$ cat src/rtl/vga_timing_pkg.sv
// Shared 640x480@60 raster constants and coordinate types for vga_timing_gen.
// Scroll support in the top is built only when VGA_SCROLL_EN is defined.
package vga_timing_pkg;

    localparam int H_VIS   = 640;
    localparam int H_FP    = 16;
    localparam int H_SYNC  = 96;
    localparam int H_BP    = 48;
    localparam int V_VIS   = 480;
    localparam int V_FP    = 10;
    localparam int V_SYNC  = 2;
    localparam int V_BP    = 33;
    localparam int WORLD_W = 1280;

    localparam int H_TOT = H_VIS + H_FP + H_SYNC + H_BP;
    localparam int V_TOT = V_VIS + V_FP + V_SYNC + V_BP;

    typedef logic [9:0]  coord_t;
    typedef logic [10:0] world_x_t;

    function automatic world_x_t clamp_scroll(input world_x_t s, input int world_w);
        if (int'(s) >= world_w) begin
            return world_x_t'(world_w - 1);
        end
        return s;
    endfunction

endpackage

$ cat src/rtl/vga_axis_counter.sv
// One raster axis: wrapping counter plus sync/visible decodes of the next count,
// so the parent can register coordinates and decodes on the same edge.
module vga_axis_counter
    import vga_timing_pkg::*;
#(
    parameter int TOTAL      = 800,
    parameter int SYNC_START = 656,
    parameter int SYNC_END   = 752,
    parameter int VIS        = 640
) (
    input  logic       clk,
    input  logic       rst_n,
    input  logic       en_i,
    output logic [9:0] cnt_d_o,
    output logic       wrap_o,
    output logic       sync_n_o,
    output logic       vis_o
);

    coord_t cnt_q;
    coord_t cnt_d;
    logic   wrap;

    always_comb begin
        wrap  = en_i && (cnt_q == coord_t'(TOTAL - 1));
        cnt_d = cnt_q;
        if (wrap) begin
            cnt_d = '0;
        end else if (en_i) begin
            cnt_d = cnt_q + 1'b1;
        end
    end

    always_ff @(posedge clk or negedge rst_n) begin
        if (!rst_n) begin
            cnt_q <= '0;
        end else begin
            cnt_q <= cnt_d;
        end
    end

    assign cnt_d_o  = cnt_d;
    assign wrap_o   = wrap;
    assign sync_n_o = !((cnt_d >= coord_t'(SYNC_START)) && (cnt_d < coord_t'(SYNC_END)));
    assign vis_o    = (cnt_d < coord_t'(VIS));

endmodule

$ cat src/rtl/vga_timing_gen.sv
// VGA raster timing generator: registered pixel coordinates, blank and syncs.
// Define VGA_SCROLL_EN to add a per-frame horizontal scroll for WorldX.
module vga_timing_gen
    import vga_timing_pkg::*;
#(
    parameter int P_H_VIS  = H_VIS,
    parameter int P_H_FP   = H_FP,
    parameter int P_H_SYNC = H_SYNC,
    parameter int P_H_BP   = H_BP,
    parameter int P_V_VIS  = V_VIS,
    parameter int P_V_FP   = V_FP,
    parameter int P_V_SYNC = V_SYNC,
    parameter int P_V_BP   = V_BP
) (
    input  logic        vga_clk,
    input  logic        reset_n,
    input  logic [10:0] scroll_x,
    output logic [9:0]  DrawX,
    output logic [9:0]  DrawY,
    output logic [10:0] WorldX,
    output logic        blank,
    output logic        hs,
    output logic        vs,
    output logic        frame_start
);

    localparam int P_H_TOT = P_H_VIS + P_H_FP + P_H_SYNC + P_H_BP;
    localparam int P_V_TOT = P_V_VIS + P_V_FP + P_V_SYNC + P_V_BP;

    coord_t   h_cnt_d, v_cnt_d;
    logic     h_wrap, v_wrap;
    logic     h_sync_n, v_sync_n, h_vis, v_vis;
    logic     fs_d;
    world_x_t world_d;

    coord_t   draw_x_q, draw_y_q;
    world_x_t world_x_q;
    logic     blank_q, hs_q, vs_q, fs_q;

    vga_axis_counter #(
        .TOTAL      (P_H_TOT),
        .SYNC_START (P_H_VIS + P_H_FP),
        .SYNC_END   (P_H_VIS + P_H_FP + P_H_SYNC),
        .VIS        (P_H_VIS)
    ) u_h_axis (
        .clk      (vga_clk),
        .rst_n    (reset_n),
        .en_i     (1'b1),
        .cnt_d_o  (h_cnt_d),
        .wrap_o   (h_wrap),
        .sync_n_o (h_sync_n),
        .vis_o    (h_vis)
    );

    vga_axis_counter #(
        .TOTAL      (P_V_TOT),
        .SYNC_START (P_V_VIS + P_V_FP),
        .SYNC_END   (P_V_VIS + P_V_FP + P_V_SYNC),
        .VIS        (P_V_VIS)
    ) u_v_axis (
        .clk      (vga_clk),
        .rst_n    (reset_n),
        .en_i     (h_wrap),
        .cnt_d_o  (v_cnt_d),
        .wrap_o   (v_wrap),
        .sync_n_o (v_sync_n),
        .vis_o    (v_vis)
    );

    // Vertical wrap only fires on the last pixel of the frame, so the next pixel is (0,0).
    assign fs_d = v_wrap;

`ifdef VGA_SCROLL_EN
    world_x_t    scroll_q, scroll_d;
    logic [11:0] world_sum;

    // Sum is 12 bits wide: 799 + 1279 does not fit in 11.
    always_comb begin
        scroll_d  = fs_d ? clamp_scroll(scroll_x, WORLD_W) : scroll_q;
        world_sum = {2'b00, h_cnt_d} + {1'b0, scroll_d};
        world_d   = (world_sum >= 12'(WORLD_W)) ? world_x_t'(world_sum - 12'(WORLD_W))
                                                : world_sum[10:0];
    end

    always_ff @(posedge vga_clk or negedge reset_n) begin
        if (!reset_n) begin
            scroll_q <= '0;
        end else begin
            scroll_q <= scroll_d;
        end
    end
`else
    logic unused_scroll;
    assign unused_scroll = ^scroll_x;
    assign world_d       = {1'b0, h_cnt_d};
`endif

    always_ff @(posedge vga_clk or negedge reset_n) begin
        if (!reset_n) begin
            draw_x_q  <= '0;
            draw_y_q  <= '0;
            world_x_q <= '0;
            blank_q   <= 1'b0;
            hs_q      <= 1'b1;
            vs_q      <= 1'b1;
            fs_q      <= 1'b0;
        end else begin
            draw_x_q  <= h_cnt_d;
            draw_y_q  <= v_cnt_d;
            world_x_q <= world_d;
            blank_q   <= h_vis && v_vis;
            hs_q      <= h_sync_n;
            vs_q      <= v_sync_n;
            fs_q      <= fs_d;
        end
    end

    assign DrawX       = draw_x_q;
    assign DrawY       = draw_y_q;
    assign WorldX      = world_x_q;
    assign blank       = blank_q;
    assign hs          = hs_q;
    assign vs          = vs_q;
    assign frame_start = fs_q;

endmodule
$ cat config.mk
export PLATFORM = sky130hd
export DESIGN_NAME = vga_timing_gen
export DESIGN_NICKNAME = d
export VERILOG_FILES = /design/src/rtl/vga_timing_pkg.sv /design/src/rtl/vga_axis_counter.sv /design/src/rtl/vga_timing_gen.sv
export SDC_FILE = /design/constraint.sdc
export NUM_CORES = 1
export LEC_CHECK = 0
export ABC_AREA = 0
export CORE_MARGIN = 2
export CORE_UTILIZATION = 30
export DETAILED_ROUTE_END_ITERATION = 10
export GPL_ROUTABILITY_DRIVEN = 0
export PLACE_DENSITY_LB_ADDON = 0.1
export SLEW_MARGIN = 10
export SYNTH_ARGS = -nofsm -noshare
export SYNTH_HDL_FRONTEND = slang
export SYNTH_SLANG_ARGS = --single-unit
$ cat constraint.sdc
create_clock -name vga_clk -period 3.26 [get_ports vga_clk]
set_input_delay 0.652 -clock vga_clk [delete_from_list [all_inputs] [get_ports vga_clk]]
set_output_delay 0.652 -clock vga_clk [all_outputs]
set_load 0.01 [all_outputs]
# --- Word-level counts from Yosys, hierarchy flattened ---
# Cells that the tools add are included.
# Widths: inputs -> output; s select.
classes:
  n_addsub: 2
  magnitude_cmp: 6
  n_eq_ne: 2
  mux: 3
  n_reduce_logical: 6
ops:
  columns: ["cell", "count"]
  rows:
  - ["$mux 10", 3]
  - ["$add 10x1->10 const B", 2]
  - ["$eq 10x10->1 const B", 2]
  - ["$lt 10x10->1 const B", 2]
  - ["$lt 10x9->1 const B", 2]
  - ["$ge 10x10->1 const B", 1]
  - ["$ge 10x9->1 const B", 1]
  - ["$logic_and 1x1->1", 4]
  - ["$logic_not 1->1", 2]
word_totals:
  ff_bits: 24
  input_bits: 13
  out_inout_bits: 35
  wordCells: 25

# --- Depth between registers and ports, before layout ---
# Gate-level depths: netlist (run 1).
depth:
  word_depth: 6
  ltp_mapped: 8
  depth_no_buf: 6

# --- Cells and area by module ---
# From an unflattened synthesis (run 1), not the netlist that was laid out.
hier_totals:
  hier_cells: 176
  hier_area_um2: 1989.4
modules_own_cells:
  columns: ["mod", "instances", "cells_per_inst", "area_per_inst_um2", "seq_area_each_um2"]
  rows:
  - ["vga_timing_gen", 1, 38, 699.4, 603.1]
  - ["vga_axis_counter at u_h_axis", 1, 77, 688.2, 250.2]
  - ["vga_axis_counter at u_v_axis", 1, 61, 601.8, 250.2]

# --- Worst setup path after synthesis (run 1) ---
# No wires, ideal clock.
synth_timing:
  path_type: "reg-to-reg"
  from: "reg, netlist name WorldX[0]"
  to: "reg vs_q, in the netlist vs"
  setup_time_ns: 0.090
  arrival_ns: 1.883
  setup_slack_ns: 1.288
  stages_incl_launch_ff: 9
  n_path_buf: 2
  synth_period_minus_slack_ns: 1.972
  path_cell_list: "dfrtp_1 > ha_1 > and4_1 > buf_4 > and3_1 > buf_2 > or3_1 > a31oi_1 > nand4bb_1"
synth_lines:
  columns: ["element", "line_no", "text"]
  rows:
  - ["end signal, assigned", "vga_timing_gen.sv:113", "vs_q <= v_sync_n;"]
  - ["end, declared", "vga_timing_gen.sv:38", "logic blank_q, hs_q, vs_q, fs_q;"]

==> metrics.txt, run 1 <==
final setup fails=0; Final ANT Viol Nets=0; Req. time, crit path=3440 ps; via count=around 1100; root buf cell=clkbuf_8; RSZ-0062 raised after global routing=false; First-pass DRT Iterations=4; crit path DAT=2470 ps; Die Area=5185 µm²; status=completed; combinational share of power=between 1.5 and 2%; H-tree depth reported by CTS=1; Slew Viols, Final=0; Mapped Avg Cell Area=about 10 µm²; Pint=381.8 µW; IO buf count=35; CTS resizes=0; HP Class=reg2reg; Post-synth ARST share=100.0%; minimum clock period=roughly 2300 ps; yosys warns=0; Setup WS pre-CTS=1002 ps; initial antenna violation count=0; clk_skew=7.670 ps; GRT Residual Overflow=0; Filler Cell Count=423; Antenna Cells=0; row count=24; fmax=about 0.44 GHz; hold buffers post-CTS=0; final worst path period share=70.25%; slowest cell on the critical path=or4b_1; switching pwr=95.33 µW; Vias/cell=5.033; CP endpoint kind=flip-flop; FF+latch count, synth=24; final net count=180; pin count of the biggest net entering global routing=25; Clock Pin Slew Worst Setup and Hold Paths=90 ps; Leakage=roughly 0.00070 µW; CTS tree=yes; Clk Latency, worst-skew pair=between 200 and 300 ps; EDFF count, synth=0; Pwr Density=276.1 nW/µm²; max cap viols=0; GRT Resource Usage Total=about 12%; Clock Sinks=24; maximum vdd drop=168.0 µV; sequential cell fraction of total power=62.4%; Die X-Extent=72.01 µm; sequential element share of the synthesized area=43.46%; DRC errors left=0; Inst Count DP=about 210; critical path fanouts, max=7; Area Growth Syn to Fin=24.53%; crit path cell chain=ha_1 > and4_1 > nand3_1 > or4b_1 > a31oi_1 > nand4bb_1; Die H=roughly 70 µm; vias in the first global route=982; switching share of power=~20%; setup bufs post-CTS=0; wire per inst=about 14 µm; Net Count, Synth=156; routed wire length=3013 µm; R2R setup slack=970 ps; Starting Density=31.43%; Gate Count Post-Synth=140; HPWL after detailed placement=2270 µm; Clk network pwr share=36.0%; Final Hold Fails=0; I/O pin cnt=48; DRT iter0 DRCs=46; share of cells above drive strength 1=7.407%; Worst path max stage delay=540 ps; Synth Flop Type=dfrtp_1; TritonCTS Buffers=3; Synth Cell Area=1388 µm²; clock buffer depth=2; synth unique cells=38; final worst slack=969.8 ps; global-route wire length before repair=5078 µm; Core Region=4414 µm²; startpoint types=flip-flop; setup TNS=0 ps; critical path class=reg2reg; Cell Count, Final, Fillers Out=214
[sequential cells by signal (all words and copies together) (netlist names)]
register	flops
hs	1
WorldX	10
blank	1
vs	1
u_v_axis.cnt_q	10
frame_start	1
[power groups by stage]
stage | Combinational [µW] | Sequential [µW] | Clock [µW]
2_1_floorplan | 1.39 | 303 | 0
3_3_place_gp | 8.48 | 303 | 0
3_5_place_dp | 8.69 | 303 | 0
4_1_cts | 8.72 | 298 | 179
5_1_grt | 9.62 | 298 | 195
6_report | 8.04 | 298 | 172
[worst max-delay path, delay by kind of cell (launching register included)]
| kind | cells | cell delay, ps |
|---|---|---|
| adder cells (fa/ha/maj) | 1 | 270 |
| AND/OR/NAND/NOR | 4 | 1260 |
| AO/OA/AOI/OAI | 1 | 200 |
| flip-flops | 1 | 470 |
[per-layer routing]
layer  routed length, µm  global-route usage, %
met1                1457                  18.94
met2                1391                  18.93
met3                 156                  1.667
met4                   7                  2.516
met5                   0                      0
[final timing paths]
| kind | cells past startpoint | endpoint | start |
|---|---|---|---|
| min | 1 | u_v_axis.cnt_q[8] | u_v_axis.cnt_q[8] |
| max | 6 | vs | WorldX[0] |
| min reg2reg | 1 | u_v_axis.cnt_q[8] | u_v_axis.cnt_q[8] |
| max in group asynchronous | 2 | vs | reset_n |
| min in group asynchronous | 2 | WorldX[8] | reset_n |
| max reg2reg | 6 | vs | WorldX[0] |
[final cells by class]
| class | count | area (µm²) | share of cell area (%) |
|---|---|---|---|
| multi-input cells | 94 | 641.9 | 37.15 |
| inverters | 5 | 18.77 | 1.086 |
| repair buffers | 36 | 357.8 | 20.71 |
| clock buffers | 3 | 41.29 | 2.390 |
| well taps | 52 | 65.06 | 3.765 |
| flip-flops and latches | 24 | 603.1 | 34.90 |
[synth_stat cells, types with 2 or more instances]
| cell type | number | area (µm²) |
|---|---|---|
| xnor2_1 | 6 | 52.55 |
| a31oi_1 | 3 | 18.77 |
| or3_1 | 2 | 12.51 |
| and2_1 | 2 | 12.51 |
| buf_4 | 13 | 97.59 |
| inv_1 | 5 | 18.77 |
| buf_2 | 3 | 15.01 |
| dfstp_2 | 2 | 52.55 |
| dfrtp_1 | 22 | 550.5 |
| nor4b_1 | 2 | 17.52 |
| nor4_2 | 3 | 37.54 |
| o21ai_1 | 3 | 15.01 |
| a211oi_1 | 3 | 22.52 |
| ha_1 | 3 | 37.54 |
| nand4_1 | 9 | 56.30 |
| nand2b_1 | 3 | 18.77 |
| xor2_1 | 8 | 70.07 |
| nor3_1 | 2 | 10.01 |
| and3_1 | 4 | 25.02 |
| nor2_1 | 11 | 41.29 |
| nand3_1 | 7 | 35.03 |
| nand2_1 | 8 | 30.03 |
[cells in the final DEF (no fill, tap or decap), types with 2 or more instances in the layout]
cell and n:
nand2_1 8, a211oi_1 3, a31oi_1 3, nor4_2 3, and3_1 4, nand4_1 9
nor4b_1 2, clkbuf_8 3, clkdlybuf4s50_1 35, and2_1 2, ha_1 3, inv_1 5
o21ai_1 3, xnor2_1 6, nand3_1 7, dfrtp_1 22, nand2b_1 3, xor2_1 8
or3_1 2, dfstp_2 2, nor3_1 2, nor2_1 11
[through the flow]
step / instance area (µm²) / hold slack (ps) / power, µW / util [%]
CTS: 1728 / 526.5 / 485.7 / 39.14
detailed placement: 1687 / 513.8 / 312.1 / 38.21
global route: 1728 / 546.7 / 501.9 / 39.14
global placement: 1687 / 503.2 / 311.8 / 38.21
finish: 1728 / 521.4 / 477.1 / 39.14
floorplan: 1388 / 356.4 / 304.8 / -
[logic make-up after synthesis]
logic type / count (synthesis) / synth area share [%]
AOI/OAI and AO/OA: 14 / 7.034
xor gates and xnor gates: 14 / 8.837
buffers and inverters: 22 / 10.28
DFF: 24 / 43.46
adders and majority gates: 3 / 2.705
other: 1 / 0.2703
and+or+nand+nor: 62 / 27.41
Power figures use the tool's default switching activity.
==> inputs of run 2 (changes only) <==
Clock period 3.26 ns to 1.9 ns, I/O delays scaled along.
==> metrics.txt, run 2 (synthesized netlist as in run 1, its figures left out) <==
crit path capture=vs; RSZ-0062 raised after global routing=false; DRC errors left=0; minimum clock period=1828 ps; Setup WS pre-CTS=-31.73 ps; final setup fails=0; GRT Resource Usage Total=12.63%; HP Class=in2async; Placed Area=1852 µm²; CTS tree=yes; design area=1968 µm²; reg2reg path depth=6; TritonCTS Buffers=3; Clock Sinks=24; status=completed; Final ANT Viol Nets=0; Clock Pin Slew Worst Setup and Hold Paths=90 ps; DRT iter0 DRCs=30; CP endpoint kind=flip-flop; max cap viols=0; Die Area=around 5200 µm²; Antenna Cells=0; Vias/cell=4.831; First-pass DRT Iterations=4; Leakage=0.0008303 µW; HPWL after detailed placement=roughly 2500 µm; Die H=around 70 µm; maximum vdd drop=around 400 µV; Final Hold Fails=0; overall power=977.0 µW; final core utilization=44.59%; crit path DAT=2020 ps; Clk Latency, worst-skew pair=approximately 270 ps; Area Growth Syn to Fin=41.84%; vias in the first global route=~1100; Critical R2R Launch=WorldX[0]; R2R setup slack=approximately 72 ps; Pwr Density=496.4 nW/µm²; share of cells above drive strength 1=between 20% and 30%; pin count of the biggest net entering global routing=25; critical path class=reg2reg; clk_skew=between 4 and 5 ps; Starting Density=31.43%; commonest non-fill, non-tap cell in the layout=clkdlybuf4s50_1; Core Region=roughly 4400 µm²; wire per inst=13.64 µm; final worst slack=72.09 ps; critical path fanouts, max=5; I/O pin cnt=48; IO buf count=35; H-tree depth reported by CTS=1; worst r2r dst=vs; global-route wire length before repair=5154 µm; initial antenna violation count=0; GRT Residual Overflow=0; fmax=0.5471 GHz; startpoint types=flip-flop; routed wire length=3232 µm; Worst Setup SP=WorldX[0]; Die X-Extent=72.01 µm; commonest non-fill, non-tap cells in the layout=clkdlybuf4s50_1, buf_4, dfrtp_1; root buf cell=clkbuf_8; Req. time, crit path=2090 ps; worst hold slack=467.3 ps; Slew Viols, Final=0; via count=about 1100; row count=24; final worst path period share=a little over nine tenths; clock buffer depth=2; final net count=202
-- run 2: cell types whose count changed in the layout (fill, tap and decap cells not counted), sizes merged --
cell	previous run	this run
buf	1	23
bufinv	0	1
-- run 2: layer usage --
metal	GRT usage (%)	wire length, µm	vias to the layer above
li1	-	-	571
met3	1.944	131	4
met2	19.44	1493	29
met4	3.145	26	0
met1	18.62	1580	541
met5	0	0	-
-- run 2: area by class of cell --
class | count | area (µm²)
Multi-Input combinational cell | 94 | 683.2
Tap cell | 52 | 65.06
Inverter | 5 | 18.77
Clock buffer | 3 | 41.29
Clock inverter | 1 | 30.03
Timing Repair Buffer | 58 | 523.0
Fill cell | 415 | 2446
Sequential cell | 24 | 606.8
-- run 2: worst min-delay path by stage --
| stage | from | end |
|---|---|---|
| detailed placement | WorldX[1] | WorldX[1] |
| global route | reset_n | u_v_axis.cnt_q[4] |
| global placement | WorldX[1] | WorldX[1] |
| floorplan | reset_n | WorldX[0] |
| CTS | reset_n | u_v_axis.cnt_q[4] |
| finish | reset_n | u_v_axis.cnt_q[4] |
-- run 2: power breakdown --
group | leakage [µW] | switching [µW] | internal, µW | total (µW)
combinational | 0.000489 | 10.7 | 3.15 | 13.9
clock | 0.0000357 | 171 | 282 | 453
sequential | 0.000305 | 0 | 510 | 510
total | 0.000830 | 182 | 795 | 977
-- run 2: through the flow --
stage	std cells	setup TNS [ps]
floorplan	140	0
global placement	231	0
detailed placement	231	-31.73
CTS	235	0
global route	237	0
finish	237	0
-- run 2: what timing repair did --
action | 4_1_cts | 5_1_grt
resized for setup | 2 | 6
buffers inserted | 0 | 2
setup endpoints to repair | 1 | 2
endpoints found under the hold margin | 0 | 0
pin swaps | 0 | 4
hold buffers | 0 | 0
-- run 2: worst max-delay path, cell delays in order (launching register included) --
cell and delay (ps):
dfrtp_2 400, ha_4 160, and4_4 250, nand3_1 90
or4b_1 540, a31oi_2 180, nand4bb_1 130
==> inputs of run 3 (changes only) <==
Settings changed: CORE_ASPECT_RATIO set to 0.9, CORE_UTILIZATION 30 to 25.
==> metrics.txt, run 3 (synthesized netlist as in run 1, its figures left out) <==
pin count of the biggest net entering global routing=25; hold buffers post-CTS=0; Vias/cell=4.567; routed wire length=3381 µm; I/O pin cnt=48; Worst Setup SP=WorldX[0]; crit path DAT=2020 ps; TritonCTS Buffers=3; H-tree depth reported by CTS=1; share of cells above drive strength 1=about 25%; reg2reg path depth=6; Clock Pin Slew Worst Setup and Hold Paths=90 ps; Pwr Density=486.5 nW/µm²; Core Region=5318 µm²; CP top delay family=simple AND/OR/NAND/NOR gates; final setup fails=0; minimum clock period=1829 ps; Area Growth Syn to Fin=44.73%; Final ANT Viol Nets=0; GRT Resource Usage Total=11.31%; Starting Density=approximately a quarter; Slew Viols, Final=0; final worst path period share=96.27%; clock buffer depth=2; root buf cell=clkbuf_8; R2R setup slack=between 70 and 80 ps; setup TNS=0 ps; worst r2r dst=vs; critical path fanouts, max=5; Filler Cell Count=535; DRT iter0 DRCs=43; crit path cell chain=ha_4 > and4_2 > nand3_1 > or4b_1 > a31oi_2 > nand4bb_1; Die H=between 70 and 80 µm; Setup WS pre-CTS=43.72 ps; DRC errors left=0; Req. time, crit path=2100 ps; Leakage=approximately 0.00083 µW; Final Hold Fails=0; Antenna Cells=0; vias in the first global route=1069; final net count=202; IO buf count=35; Die X-Extent=82.53 µm; HP Class=in2async; commonest non-fill, non-tap cell in the layout=clkdlybuf4s50_1; global-route wire length before repair=5278 µm; slowest cell on the critical path=or4b_1; Bufs and invs on worst path=0; GRT Residual Overflow=0; First-pass DRT Iterations=4; CTS tree=yes; initial antenna violation count=0; row count=25; maximum vdd drop=between 200 and 300 µV; Critical R2R Launch=WorldX[0]; startpoint types=flip-flop; via count=1151; Clock Sinks=24; status=completed; fmax=0.5467 GHz; Die Area=6163 µm²; HPWL after detailed placement=between 2000 and 3000 µm; CP endpoint kind=flip-flop; max cap viols=0; Worst path max stage delay=about 530 ps; Clk Latency, worst-skew pair=270 ps; final worst slack=70.83 ps; clk_skew=~0.99 ps; critical path class=reg2reg; RSZ-0062 raised after global routing=false; commonest non-fill, non-tap cells in the layout=clkdlybuf4s50_1, buf_4, dfrtp_1; wire per inst=13.42 µm
-- run 3: cell counts in the layout (fill, tap and decap cells not counted) --
Identical to the previous run, type by type.
-- run 3: worst max path at each step --
| stage | end | cells after the start |
|---|---|---|
| 3_3_place_gp | vs | 6 |
| 6_report | vs | 6 |
| 4_1_cts | vs | 6 |
| 2_1_floorplan | vs | 8 |
| 3_5_place_dp | vs | 6 |
| 5_1_grt | vs | 6 |
-- run 3: worst register-to-register path, cell delays in order, from the launching register on --
cell and delay, ps:
dfrtp_2 390, ha_4 160, and4_2 270, nand3_1 100
or4b_1 530, a31oi_2 170, nand4bb_1 120
-- run 3: layer usage --
layer | track usage [%] | wire length (µm)
met1 | 16.44 | 1709
met2 | 17.03 | 1474
met5 | 0 | 0
met3 | 3.477 | 178
met4 | 1.639 | 18
-- run 3: cell type report --
class | count | area [µm²] | area share, %
flip-flops and latches | 24 | 608.1 | 30.28
repair buffers | 58 | 523.0 | 26.04
multi-input cells | 94 | 703.2 | 35.02
well taps | 67 | 83.83 | 4.174
clock buffers | 3 | 41.29 | 2.056
clock inverters | 1 | 30.03 | 1.495
inverters | 5 | 18.77 | 0.9346
-- run 3: report_power, final --
part / internal (µW) / switching [µW]
Clock: 282 / 170
Combinational: 3.14 / 11.0
Sequential: 510 / 0
-- run 3: what timing repair did --
action | in CTS | in global routing
buffers inserted | 0 | 2
setup endpoints to repair | 0 | 2
gates resized for setup | 0 | 11
-- run 3: through the flow --
stage | total power [µW] | area [µm²] | hold WS, ps | utilization, % | instances
final | 977.0 | 2008 | 462.9 | 37.76 | 252
after global routing | 1014 | 2008 | 493.8 | 37.76 | 252
after CTS | 989.0 | 1942 | 476.8 | 36.52 | 250
after detailed placement | 535.7 | 1871 | 517.2 | 35.18 | 246
after global placement | 535.6 | 1871 | 508.0 | 35.18 | 246
after floorplan | 523.0 | 1403 | 84.41 | - | 140
